**src/rtl/sub_pkg.sv**
```systemverilog
// rtl/sub_pkg.sv - shared types and helpers for the pipelined subtractor
package sub_pkg;

  localparam int MAX_W = 64;

  typedef struct packed {
    logic bout;
    logic ovf;
  } sub_flags_t;

  function automatic int chunk_w(input int width, input int stages);
    return width / stages;
  endfunction

  // Built at MAX_W and sliced to WIDTH by the user.
  function automatic logic [MAX_W-1:0] sat_pos(input int width);
    return (MAX_W'(1) << (width - 1)) - MAX_W'(1);
  endfunction

  function automatic logic [MAX_W-1:0] sat_neg(input int width);
    return MAX_W'(1) << (width - 1);
  endfunction

endpackage

```
**src/rtl/sub_chunk.sv**
```systemverilog
// rtl/sub_chunk.sv - combinational ripple-borrow subtractor for one chunk
module sub_chunk #(
  parameter int W = 4
) (
  input  logic [W-1:0] a_c,
  input  logic [W-1:0] b_c,
  input  logic         br_in,
  output logic [W-1:0] d_c,
  output logic         br_out
);

  logic [W:0] br;

  always_comb begin
    br    = '0;
    d_c   = '0;
    br[0] = br_in;
    for (int i = 0; i < W; i++) begin
      d_c[i]   = a_c[i] ^ b_c[i] ^ br[i];
      br[i+1]  = (~a_c[i] & (b_c[i] ^ br[i])) | (b_c[i] & br[i]);
    end
  end

  assign br_out = br[W];

endmodule

```
**src/rtl/pipe_subtractor.sv**
```systemverilog
// rtl/pipe_subtractor.sv - pipelined a - b - bin with borrow-out and overflow
// Optional signed saturation of diff on overflow: define PIPE_SUBTRACTOR_SAT_EN.
module pipe_subtractor
  import sub_pkg::*;
#(
  parameter int WIDTH  = 16,
  parameter int STAGES = 4
) (
  input  logic             clk,
  input  logic             rst,
  input  logic             in_valid,
  output logic             in_ready,
  input  logic [WIDTH-1:0] a,
  input  logic [WIDTH-1:0] b,
  input  logic             bin,
  output logic             out_valid,
  input  logic             out_ready,
  output logic [WIDTH-1:0] diff,
  output logic             bout,
  output logic             ovf
);

  localparam int CHUNK = chunk_w(WIDTH, STAGES);

  if (WIDTH < 2 || (WIDTH % STAGES) != 0) begin : g_bad_cfg
    $error("pipe_subtractor: WIDTH must be >= 2 and a multiple of STAGES");
  end

  logic              adv;
  logic [STAGES-1:0] v_q, v_d;
  logic [STAGES-1:0] br_q, br_src, bc;
  logic [WIDTH-1:0]  a_q [STAGES];
  logic [WIDTH-1:0]  b_q [STAGES];
  logic [WIDTH-1:0]  d_q [STAGES];
  logic [WIDTH-1:0]  a_src [STAGES];
  logic [WIDTH-1:0]  b_src [STAGES];
  logic [WIDTH-1:0]  d_src [STAGES];
  logic [WIDTH-1:0]  d_d [STAGES];
  logic [CHUNK-1:0]  dc [STAGES];
  sub_flags_t        flags;

  assign adv       = ~out_valid | out_ready;
  assign in_ready  = adv;
  assign out_valid = v_q[STAGES-1];

  // Stage k works on whatever stage k-1 registered; stage 0 sees the ports.
  always_comb begin
    v_d      = '0;
    br_src   = '0;
    v_d[0]   = in_valid;
    br_src[0] = bin;
    a_src[0] = a;
    b_src[0] = b;
    d_src[0] = '0;
    for (int k = 1; k < STAGES; k++) begin
      v_d[k]    = v_q[k-1];
      br_src[k] = br_q[k-1];
      a_src[k]  = a_q[k-1];
      b_src[k]  = b_q[k-1];
      d_src[k]  = d_q[k-1];
    end
  end

  for (genvar k = 0; k < STAGES; k++) begin : g_stage
    sub_chunk #(.W(CHUNK)) u_chunk (
      .a_c    (a_src[k][k*CHUNK +: CHUNK]),
      .b_c    (b_src[k][k*CHUNK +: CHUNK]),
      .br_in  (br_src[k]),
      .d_c    (dc[k]),
      .br_out (bc[k])
    );
  end

  always_comb begin
    for (int k = 0; k < STAGES; k++) begin
      d_d[k] = d_src[k];
      d_d[k][k*CHUNK +: CHUNK] = dc[k];
    end
  end

  // The pipe moves as a single unit: every stage loads or every stage holds.
  always_ff @(posedge clk or posedge rst) begin
    if (rst) begin
      v_q  <= '0;
      br_q <= '0;
      for (int k = 0; k < STAGES; k++) begin
        a_q[k] <= '0;
        b_q[k] <= '0;
        d_q[k] <= '0;
      end
    end else if (adv) begin
      v_q  <= v_d;
      br_q <= bc;
      for (int k = 0; k < STAGES; k++) begin
        a_q[k] <= a_src[k];
        b_q[k] <= b_src[k];
        d_q[k] <= d_d[k];
      end
    end
  end

  assign flags.bout = br_q[STAGES-1];
  assign flags.ovf  = (a_q[STAGES-1][WIDTH-1] != b_q[STAGES-1][WIDTH-1]) &
                      (d_q[STAGES-1][WIDTH-1] != a_q[STAGES-1][WIDTH-1]);
  assign bout = flags.bout;
  assign ovf  = flags.ovf;

`ifdef PIPE_SUBTRACTOR_SAT_EN
  localparam logic [MAX_W-1:0] SAT_POS_W = sat_pos(WIDTH);
  localparam logic [MAX_W-1:0] SAT_NEG_W = sat_neg(WIDTH);

  assign diff = !flags.ovf ? d_q[STAGES-1] :
                a_q[STAGES-1][WIDTH-1] ? SAT_NEG_W[WIDTH-1:0] : SAT_POS_W[WIDTH-1:0];
`else
  assign diff = d_q[STAGES-1];
`endif

endmodule

```
**config.mk**
```make
export PLATFORM = sky130hd
export DESIGN_NAME = pipe_subtractor
export DESIGN_NICKNAME = d
export VERILOG_FILES = /design/src/rtl/sub_pkg.sv /design/src/rtl/sub_chunk.sv /design/src/rtl/pipe_subtractor.sv
export SDC_FILE = /design/constraint.sdc
export NUM_CORES = 1
export LEC_CHECK = 0
export BUFFER_PORTS_ARGS = -buffer_cell sky130_fd_sc_hd__buf_2
export CAP_MARGIN = 25
export CORE_MARGIN = 2
export CORE_UTILIZATION = 30
export CTS_CLUSTER_DIAMETER = 50
export CTS_CLUSTER_SIZE = 28
export DETAILED_ROUTE_END_ITERATION = 16
export PLACE_DENSITY_LB_ADDON = 0.05
export SYNTH_ARGS = -nofsm -noshare
export SYNTH_HDL_FRONTEND = slang
export SYNTH_SLANG_ARGS = --single-unit
```
**constraint.sdc**
```tcl
create_clock -name clk -period 3.75 [get_ports clk]
set_input_delay 0.5625 -clock clk [delete_from_list [all_inputs] [get_ports clk]]
set_output_delay 0.5625 -clock clk [all_outputs]
set_load 0.01 [all_outputs]
```
## Word-level counts from Yosys, hierarchy flattened

Cells that the tools add are included.

- Add/subtract/negate cells: 0
- Multipliers: 0
- Divide/modulo/power cells: 0
- Order comparisons: 0
- Eq/ne operators: 2
- Shifts and indexed selects: 0
- Muxes and demuxes: 0
- Bitwise gates (word level): 115
- Reduce and logical (&&, ||, !) cells: 0

Operators with widths:

| kind | count |
|---|---|
| XOR 1 bit | 48 |
| AND 1 bit | 33 |
| NOT 1 bit | 17 |
| bitwise OR 1 bit | 17 |
| inequality test 1 bit | 2 |

- Bits in registers: 176
- Latch bits: 0
- RAM bits: 0
- ROM bits: 0
- Memories: 0

## Longest topological paths before layout

Gate-level depths: netlist of the first run.

- Depth after elaboration: 12
- Depth in mapped cells: 8
- Mapped depth without buffers: 8

## Modules after synthesis

Synthesis of the first run repeated with hierarchy kept, for this count alone.

- Cell total of the unflattened synthesis: 268
- Area, all modules: 4161.5 um^2

By module, submodules not included:

| module | times used | cells an instance | area an instance (um^2) |
|---|---|---|---|
| pipe_subtractor | 1 | 212 | 3691.0 |
| sub_chunk | 4 | 14 | 117.6 |

## Worst setup path after synthesis of the first run

Ideal clock, no wire load.

- Path type: input to register
- Start point: input b[0]
- End point: register d_q (netlist bit d_d[35])
- Setup time: 0.125 ns
- Arrival: 2.249 ns
- Data required time: 3.625 ns
- Slack: 1.376 ns
- Cell stages on the path: 8
- Buffers on the path: 0
- Cells stage by stage: inv_1 > fa_1 > inv_1 > fa_1 > fa_1 > inv_1 > fa_1 > mux2_4

RTL lines:

| item | RTL line | RTL |
|---|---|---|
| start: declaration | pipe_subtractor.sv:14 | `input logic [WIDTH-1:0] b,` |
| end signal: indexed assignment | pipe_subtractor.sv:97 | `d_q[k] <= d_d[k];` |
| end: declaration | pipe_subtractor.sv:34 | `logic [WIDTH-1:0] d_q [STAGES];` |

==> results of run 1 <==
## per-stage QoR
| step | cells | utilization (%) | setup slack, ns | total power (W) | hold WS [ns] |
|---|---|---|---|---|---|
| 2_1_floorplan | 266 | - | 0.625 | 0.00321 | 0.435 |
| 3_3_place_gp | 502 | 32.8 | 1.23 | 0.00350 | 0.468 |
| 3_5_place_dp | 502 | 32.8 | 1.18 | 0.00352 | 0.468 |
| 4_1_cts | 518 | 34.9 | 1.40 | 0.00455 | 0.425 |
| 5_1_grt | 519 | 35.1 | 1.32 | 0.00479 | 0.249 |
| 6_report | 519 | 35.1 | 1.45 | 0.00445 | 0.224 |
## power by group
group | switching [W] | internal, W
registers | 0.000294 | 0.00152
logic | 0.000606 | 0.00103
clock network | 0.000394 | 0.000601
## cells in the mapped netlist
library cell   n  area [µm²]
buf_6          2        22.5
mux2i_1        3        30.0
fa_1          16         320
mux2_4        85        1280
nand2_1        1        3.75
buf_12        10         200
nor3b_1        9        67.6
a21oi_2        9        78.8
dfrtp_1       98        2450
inv_1         29         109
o22ai_1        1        6.26
nand2b_4       1        13.8
nand2b_1       2        12.5
## cells in the final DEF (no fill, tap or decap)
| master | instances |
|---|---|
| dfrtp_1 | 98 |
| o22ai_1 | 1 |
| inv_4 | 1 |
| fa_1 | 16 |
| a21oi_2 | 9 |
| buf_12 | 2 |
| buf_2 | 56 |
| buf_16 | 1 |
| clkbuf_1 | 1 |
| bufinv_16 | 2 |
| clkbuf_16 | 9 |
| nand2_1 | 1 |
| clkbuf_8 | 1 |
| buf_4 | 2 |
| mux2i_1 | 3 |
| nand2b_4 | 1 |
| nor3b_1 | 9 |
| clkinv_2 | 2 |
| nand2b_1 | 2 |
| mux2_4 | 85 |
| inv_1 | 28 |
| clkinvlp_4 | 1 |
## registers in the layout, summed over array words and instances, names as in the netlist
signal  flops
a_q        25
v_q         4
d_d        24
diff       16
br_q        4
b_q        25
## area by class of cell
| class | instances | area, µm² | share of cell area (%) |
|---|---|---|---|
| tap | 188 | 235 | 4.45 |
| inverter | 29 | 111 | 2.10 |
| clock buffer | 11 | 243 | 4.59 |
| clock inverter | 5 | 77.6 | 1.47 |
| sequential | 98 | 2450 | 46.3 |
| multi-input combinational | 127 | 1810 | 34.2 |
| timing repair buffer | 61 | 363 | 6.86 |
## cell families after synthesis
kind of cell	after synthesis
AO/OA/AOI/OAI	10
adder cells (fa/ha/maj)	16
flip-flops	98
buffers and inverters	41
AND/OR/NAND/NOR	13
multiplexers	88
## layer usage
| layer | GRT usage, % | vias to the layer above |
|---|---|---|
| met2 | 14.2 | 39 |
| met5 | 0 | - |
| li1 | - | 1003 |
| met3 | 2.80 | 11 |
| met1 | 14.4 | 1066 |
| met4 | 6.01 | 0 |
## worst max path at each step
stage	startpoint	end	slack [ns]	cells after the start
after CTS	v_q[3]$_DFFE_PP0P_	in_ready	1.40	2
final	b_q[28]$_DFFE_PP0P_	diff[15]$_DFFE_PP0P_	1.45	8
after global routing	b_q[28]$_DFFE_PP0P_	diff[15]$_DFFE_PP0P_	1.32	8
after detailed placement	b[0]	d_d[35]$_DFFE_PP0P_	1.18	9
after floorplan	rst	a_q[15]$_DFFE_PP0P_	0.63	1
after global placement	b[0]	d_d[35]$_DFFE_PP0P_	1.23	9
==> run_results.csv, run 1 <==
group,metric,value,unit
logic_synthesis,synthAdderAreaFrac,6.97,%
critical_path,worst_setup_path_end_kind,"flop",
detailed_routing,routed.top_layer,"met4",
clock_tree,hold_buffers,0,
critical_path,cp_slowest_cell,"fa_1",
detailed_routing,vias_per_cell,4.08,
pwr,leakagePower,2.63,nW
sta,final_max_slew_viol_count,0,
logic_synthesis,syn_nets,319,
pwr,irDropWorstVdd,235,µV
clock_tree,numCtsBuffers,9,
clock_tree,cts_sinks,98,
global_routing,track_usage,10.3,%
layout,drive_above_1_share,52.0,%
critical_path,crit_family,"adder cells",
layout,n_fill_cell,1476,
sta,worstMarginPinSlew,0.545,ns
detailed_routing,wl,7.44,mm
detailed_routing,ant_nets,0,
detailed_routing,wl_met1,3.82,mm
global_routing,antenna_found_initial,0,
sta,slew_headroom,63.6,%
critical_path,critPathMostFrequentCell,"fa_1",
flow_run,drv_cap,0,
critical_path,path_buf_inv,3,
sta,fmax,0.434,GHz
pwr,p_per_area,841,nW/µm²
critical_path,r2r_setup_slack,1.45,ns
logic_synthesis,ys_ff_latch,98,
clock_tree,clk_pin_slew_worst_paths,0.07,ns
critical_path,worstPathMaxFanout,2,
sta,setup-tns-final,0,ns
critical_path,slowest_delay,0.40,ns
die,chipHeight,128,µm
detailed_routing,met3_length,302,µm
min_path,hp-class,"in2async",
global_routing,grt_pass1_vias,2338,
global_routing,grt_pass1_wl,12.6,mm
detailed_routing,drt_iter0_drc,66,
die,rows,45,
die,io_pins,57,
critical_path,cp.required,3.98,ns
layout,fin_area,5290,µm²
clock_tree,htreeDepth,3,
critical_path,arrival,2.53,ns
critical_path,rr_endpoint,"diff[15]$_DFFE_PP0P_",
logic_synthesis,synth_top_family_by_area,"multiplexers",
placed_design,place.gp.congestion,0.643,
die,core,15100,µm²
die,start_util,30.4,%
clock_tree,cts_resized,0,
die,fp.dieW,128,µm
layout,antenna_cells,0,
clock_tree,cts_buffer_depth,2,
logic_synthesis,synthSimpleGateAreaFrac,2.12,%
placed_design,placed_area,4940,µm²
logic_synthesis,synth-xor-area-share,0,%
logic_synthesis,ys_seq_area_share,53.4,%
logic_synthesis,syn_area_per_cell,17.3,µm²
logic_synthesis,synth.distinct_cells,13,
sta,rsz0062_at_grt,"no",
detailed_routing,post_drt_wl_per_cell,14.3,µm
critical_path,crit_path_start_kind,"flop",
clock_tree,cts_root_buffer,"clkbuf_16",
logic_synthesis,synth_mux_area_share,28.4,%
logic_synthesis,synth_compound_area_share,1.85,%
detailed_routing,route.detailed.drc,0,
logic_synthesis,syn_area,4590,µm²
die,die_area,16300,µm²
detailed_routing,dr_wl_met2,3.13,mm
sta,fin_crit,2.30,ns
global_routing,grt_max_degree,74,
layout,fin_nets,379,
sta,setup_viol,0,
detailed_routing,first_pass_iters,2,
logic_synthesis,synthCells,266,
sta,skew,0.00792,ns
sta,period_share,61.4,%
clock_tree,clock_latency,0.35,ns
critical_path,crit_chain,"inv_1 > fa_1 > inv_1 > fa_1 > fa_1 > inv_1 > fa_1 > mux2_4",
placed_design,place_hpwl,4.73,mm
clock_tree,post_cts_buffers,0,
global_routing,globalRouteOverflowTotal,0,
outcome,outcome,"finished, final reports clean",
detailed_routing,vias,2119,
layout,area_growth,15.2,%
clock_tree,cts_tree,"done",
logic_synthesis,ys_warn_count,0,
critical_path,r2r_start,"b_q[28]$_DFFE_PP0P_",
placed_design,io_buffer_count,56,
critical_path,critical_path_class,"reg2reg",
sta,hold_viol,0,
critical_path,reg2regPathDepth,8,
Power figures use the tool's default switching activity.
==> run 2, diff against run 1 <==
==> constraint.sdc (replaced) <==
create_clock -name clk -period 1.96 [get_ports clk]
set_input_delay 0.294 -clock clk [delete_from_list [all_inputs] [get_ports clk]]
set_output_delay 0.294 -clock clk [all_outputs]
set_load 0.01 [all_outputs]
==> run_results.csv, run 2 (synthesized netlist as in run 1, its figures left out) <==
group,metric,value,unit
critical_path,reg2regPathDepth,8,
sta,final_max_slew_viol_count,0,
sta,skew,0.00473,ns
layout,multi_input_area,1830,µm²
pwr,p_per_area,1640,nW/µm²
placed_design,place_inst,518,
die,core,15100,µm²
pwr,p_seq_share,38.3,%
detailed_routing,route.detailed.drc,0,
die,fp.dieW,128,µm
critical_path,arrival,2.43,ns
detailed_routing,drt_iter0_drc,67,
sta,worstMarginPinSlew,0.529,ns
sta,slew_headroom,64.7,%
critical_path,critical_path_class,"reg2reg",
placed_design,place_ws,-0.274,ns
detailed_routing,vias_per_cell,4.06,
layout,most-common-layout-cells,"98 x dfrtp_1, 85 x mux2_4, 56 x buf_2",
sta,fmax,0.454,GHz
layout,layout_commonest_cell,"dfrtp_1",
critical_path,r2r_setup_slack,-0.24,ns
pwr,comb_power_share,38.7,%
pwr,p_sw,0.00258,W
die,die_area,16300,µm²
sta,fin_crit,2.20,ns
outcome,violations,"setup timing",
sta,setup_viol,3,
global_routing,grt_max_degree,99,
global_routing,globalRouteOverflowTotal,0,
outcome,outcome,"finished with violations",
placed_design,place_hpwl,5.12,mm
layout,instances_no_fill,538,
detailed_routing,first_pass_iters,2,
global_routing,grt_pass1_wl,13.0,mm
layout,n_fill_cell,1469,
min_path,hp-class,"in2async",
placed_design,place.gp.congestion,0.656,
sta,hold_viol,0,
pwr,power.total,0.00906,W
die,io_pins,57,
detailed_routing,vias,2184,
critical_path,crit_path_start_kind,"flop",
layout,fin_nets,398,
critical_path,cp.required,2.19,ns
sta,period_share,112,%
clock_tree,clk_pin_slew_worst_paths,0.07,ns
layout,area_growth,20.3,%
global_routing,track_usage,10.6,%
flow_run,drv_cap,0,
layout,drive_above_1_share,60.6,%
pwr,intPower,0.00648,W
pwr,leakagePower,2.72,nW
clock_tree,cts_sinks,98,
pwr,irDropWorstVdd,427,µV
sta,final.setup.worst_slack,-0.245,ns
layout,antenna_cells,0,
pwr,clkPwrFrac,23.0,%
critical_path,worstPathMaxFanout,2,
clock_tree,htreeDepth,3,
die,start_util,30.4,%
clock_tree,cts_tree,"done",
die,rows,45,
placed_design,placed_area,5130,µm²
global_routing,antenna_found_initial,0,
die,chipHeight,128,µm
pwr,switching_share,28.5,%
critical_path,worst_setup_path_end_kind,"flop",
detailed_routing,ant_nets,0,
sta,rsz0062_at_grt,"yes",
sta,setup-tns-final,-0.683,ns
detailed_routing,wl,7.71,mm
detailed_routing,post_drt_wl_per_cell,14.3,µm
critical_path,rr_endpoint,"diff[15]$_DFFE_PP0P_",
layout,fin_area,5520,µm²
clock_tree,hold_buffers,0,
critical_path,r2r_start,"b_q[28]$_DFFE_PP0P_",
layout,seqCellArea,2450,µm²
placed_design,io_buffer_count,56,
clock_tree,cts_root_buffer,"clkbuf_16",
clock_tree,numCtsBuffers,9,
clock_tree,cts_buffer_depth,2,
global_routing,grt_pass1_vias,2463,
clock_tree,clock_latency,0.34,ns
## run 2: changes by cell type in the layout (fill, tap and decap cells not counted), sizes merged
cell,before,now
inv,29,28
clkbuf,11,12
buf,61,80
clkinvlp,1,2
bufinv,2,3
clkinv,2,0
## run 2: repair_timing
item,4_1_cts,5_1_grt
setup buffers,1,3
pin swaps,0,1
endpoints found under the setup margin,3,6
resized for setup,3,7
gates cloned,0,0
## run 2: critical path, stage by stage, from the launching register on
cell and delay (ns):
dfrtp_1 0.39, inv_2 0.06, fa_1 0.17, inv_2 0.04
fa_2 0.36, fa_2 0.35, inv_2 0.06, fa_1 0.40
mux2_4 0.26
## run 2: final cells by class
class,count,area share [%]
inverter,29,2.04
multi-input combinational,127,33.2
tap,188,4.26
sequential,98,44.4
clock inverter,4,1.77
clock buffer,12,4.64
timing repair buffer,80,9.69
## run 2: per-layer routing
metal | global-route usage [%] | up-vias | wire length, µm
li1 | - | 1039 | -
met1 | 14.3 | 1099 | 3710
met5 | 0 | - | 0
met4 | 6.40 | 0 | 180
met3 | 2.13 | 10 | 243
met2 | 15.8 | 36 | 3580
## run 2: worst max-delay path by stage
stage / end / start / depth (start not counted)
6_report: diff[15]$_DFFE_PP0P_ / b_q[28]$_DFFE_PP0P_ / 8
2_1_floorplan: diff[15]$_DFFE_PP0P_ / b_q[28]$_DFFE_PP0P_ / 8
5_1_grt: diff[15]$_DFFE_PP0P_ / b_q[28]$_DFFE_PP0P_ / 8
4_1_cts: diff[15]$_DFFE_PP0P_ / b_q[28]$_DFFE_PP0P_ / 8
3_3_place_gp: d_d[11]$_DFFE_PP0P_ / b_q[40]$_DFFE_PP0P_ / 8
3_5_place_dp: d_d[35]$_DFFE_PP0P_ / b[0] / 9
## run 2: power by group through the flow
stage                     Combinational [W]  Sequential, W  Clock (W)
after floorplan                     0.00275        0.00344          0
after global placement              0.00346        0.00351          0
after detailed placement            0.00350        0.00352          0
after CTS                           0.00353        0.00350    0.00217
after global routing                0.00385        0.00361    0.00223
final                               0.00350        0.00347    0.00209
## run 2: through the flow
step	utilization (%)	hold WS, ns
floorplan	-	0.435
global placement	34.0	0.489
detailed placement	34.0	0.493
CTS	36.4	0.123
global route	36.6	0.161
finish	36.6	0.103
==> run 3, diff against run 2 <==
--- a/config.mk
+++ b/config.mk
@@ -7,12 +7,11 @@
 export LEC_CHECK = 0
 export BUFFER_PORTS_ARGS = -buffer_cell sky130_fd_sc_hd__buf_2
 export CAP_MARGIN = 25
-export CORE_MARGIN = 2
 export CORE_UTILIZATION = 30
 export CTS_CLUSTER_DIAMETER = 50
 export CTS_CLUSTER_SIZE = 28
 export DETAILED_ROUTE_END_ITERATION = 16
-export PLACE_DENSITY_LB_ADDON = 0.05
+export PLACE_DENSITY_LB_ADDON = 0.15
 export SYNTH_ARGS = -nofsm -noshare
 export SYNTH_HDL_FRONTEND = slang
 export SYNTH_SLANG_ARGS = --single-unit
==> constraint.sdc (replaced) <==
create_clock -name clk -period 1.95 [get_ports clk]
set_input_delay 0.2925 -clock clk [delete_from_list [all_inputs] [get_ports clk]]
set_output_delay 0.2925 -clock clk [all_outputs]
set_load 0.01 [all_outputs]
==> run_results.csv, run 3 (synthesized netlist as in run 1, its figures left out) <==
group,metric,value,unit
die,rows,44,
clock_tree,cts_buffer_depth,2,
sta,setup-tns-final,-0.725,ns
sta,fin_crit,2.22,ns
sta,hold_viol,0,
clock_tree,cts_root_buffer,"clkbuf_16",
flow_run,drv_cap,0,
sta,skew,0.00663,ns
critical_path,worstPathMaxFanout,2,
clock_tree,cts_sinks,98,
detailed_routing,ant_nets,0,
clock_tree,clock_latency,0.34,ns
layout,area_growth,18.3,%
placed_design,place_inst,513,
outcome,outcome,"finished with violations",
pwr,leakagePower,2.68,nW
placed_design,place_hpwl,4.98,mm
global_routing,track_usage,10.4,%
clock_tree,cts_tree,"done",
die,io_pins,57,
sta,fmax,0.451,GHz
die,die_area,15800,µm²
critical_path,crit_path_start_kind,"flop",
detailed_routing,first_pass_iters,4,
critical_path,r2r_setup_slack,-0.27,ns
global_routing,globalRouteOverflowTotal,0,
die,core,14800,µm²
die,fp.dieW,126,µm
critical_path,arrival,2.44,ns
detailed_routing,wl,7.47,mm
global_routing,grt_pass1_vias,2377,
global_routing,grt_pass1_wl,12.6,mm
detailed_routing,vias_per_cell,4.16,
pwr,irDropWorstVdd,574,µV
sta,slew_headroom,54.7,%
layout,drive_above_1_share,59.7,%
placed_design,place.gp.congestion,0.640,
pwr,p_per_area,1600,nW/µm²
sta,setup_viol,3,
critical_path,critical_path_class,"reg2reg",
global_routing,antenna_found_initial,0,
critical_path,reg2regPathDepth,8,
die,start_util,31.1,%
min_path,hp-class,"in2async",
detailed_routing,route.detailed.drc,0,
layout,fin_nets,394,
outcome,violations,"setup timing",
sta,period_share,114,%
sta,final_max_slew_viol_count,0,
critical_path,r2r_start,"b_q[28]$_DFFE_PP0P_",
critical_path,worst_setup_path_end_kind,"flop",
placed_design,place_ws,-0.273,ns
sta,worstMarginPinSlew,0.678,ns
detailed_routing,drt_iter0_drc,83,
clock_tree,clk_pin_slew_worst_paths,0.06,ns
clock_tree,htreeDepth,3,
layout,antenna_cells,0,
layout,instances_no_fill,529,
detailed_routing,vias,2203,
pwr,power.total,0.00872,W
placed_design,io_buffer_count,56,
sta,final.setup.worst_slack,-0.266,ns
global_routing,grt_max_degree,39,
layout,most-common-layout-cells,"98 x dfrtp_1, 85 x mux2_4, 56 x buf_2",
critical_path,cp.required,2.18,ns
die,chipHeight,126,µm
critical_path,rr_endpoint,"diff[15]$_DFFE_PP0P_",
clock_tree,numCtsBuffers,9,
sta,rsz0062_at_grt,"yes",
detailed_routing,post_drt_wl_per_cell,14.1,µm
layout,layout_commonest_cell,"dfrtp_1",
layout,fin_util,36.8,%
-- run 3: worst max-delay path, cell delays in order (launching register included) --
cell	delay, ns
dfrtp_1	0.39
inv_2	0.06
fa_2	0.19
inv_2	0.04
fa_2	0.34
fa_2	0.34
inv_2	0.07
fa_1	0.41
mux2_4	0.26
-- run 3: per-layer routing --
layer	vias to the layer above	GRT usage (%)	share of wire, %
met4	0	5.10	2.0
met1	1112	14.9	52
li1	1034	-	-
met2	45	14.3	42
met5	-	0	0
met3	12	2.76	3.9
-- run 3: per-stage QoR --
step / hold slack (ns) / instance area, µm²
after floorplan: 0.435 / 4620
after global routing: 0.0716 / 5430
final: 0.0466 / 5430
after global placement: 0.421 / 5130
after detailed placement: 0.429 / 5130
after CTS: 0.0509 / 5430
-- run 3: where the power goes --
part           total, W  switching (W)  internal (W)
combinational   0.00348        0.00126       0.00222
clock           0.00176       0.000743       0.00102
sequential      0.00347       0.000544       0.00293
total           0.00872        0.00255       0.00617
-- run 3: cell type report --
class / count / area (µm²)
Fill cell: 1422 / 9320
Sequential cell: 98 / 2450
Multi-Input combinational cell: 127 / 1830
Timing Repair Buffer: 76 / 518
Clock buffer: 12 / 246
Tap cell: 184 / 230
Inverter: 29 / 113
Clock inverter: 3 / 40.0
-- run 3: worst max path at each step --
| stage | start | to | slack [ns] |
|---|---|---|---|
| 6_report | b_q[28]$_DFFE_PP0P_ | diff[15]$_DFFE_PP0P_ | -0.27 |
| 4_1_cts | b_q[28]$_DFFE_PP0P_ | diff[15]$_DFFE_PP0P_ | -0.27 |
| 3_5_place_dp | b[0] | d_d[35]$_DFFE_PP0P_ | -0.27 |
| 5_1_grt | b_q[40]$_DFFE_PP0P_ | d_d[11]$_DFFE_PP0P_ | -0.32 |
| 3_3_place_gp | b_q[40]$_DFFE_PP0P_ | d_d[11]$_DFFE_PP0P_ | -0.25 |
| 2_1_floorplan | b_q[28]$_DFFE_PP0P_ | diff[15]$_DFFE_PP0P_ | -0.15 |
-- run 3: timing repair --
item,4_1_cts,5_1_grt
buffers inserted,1,0
pin swaps,0,0
hold buffers,0,0
setup endpoints to repair,3,6
resized for setup,0,10
gates cloned,0,0
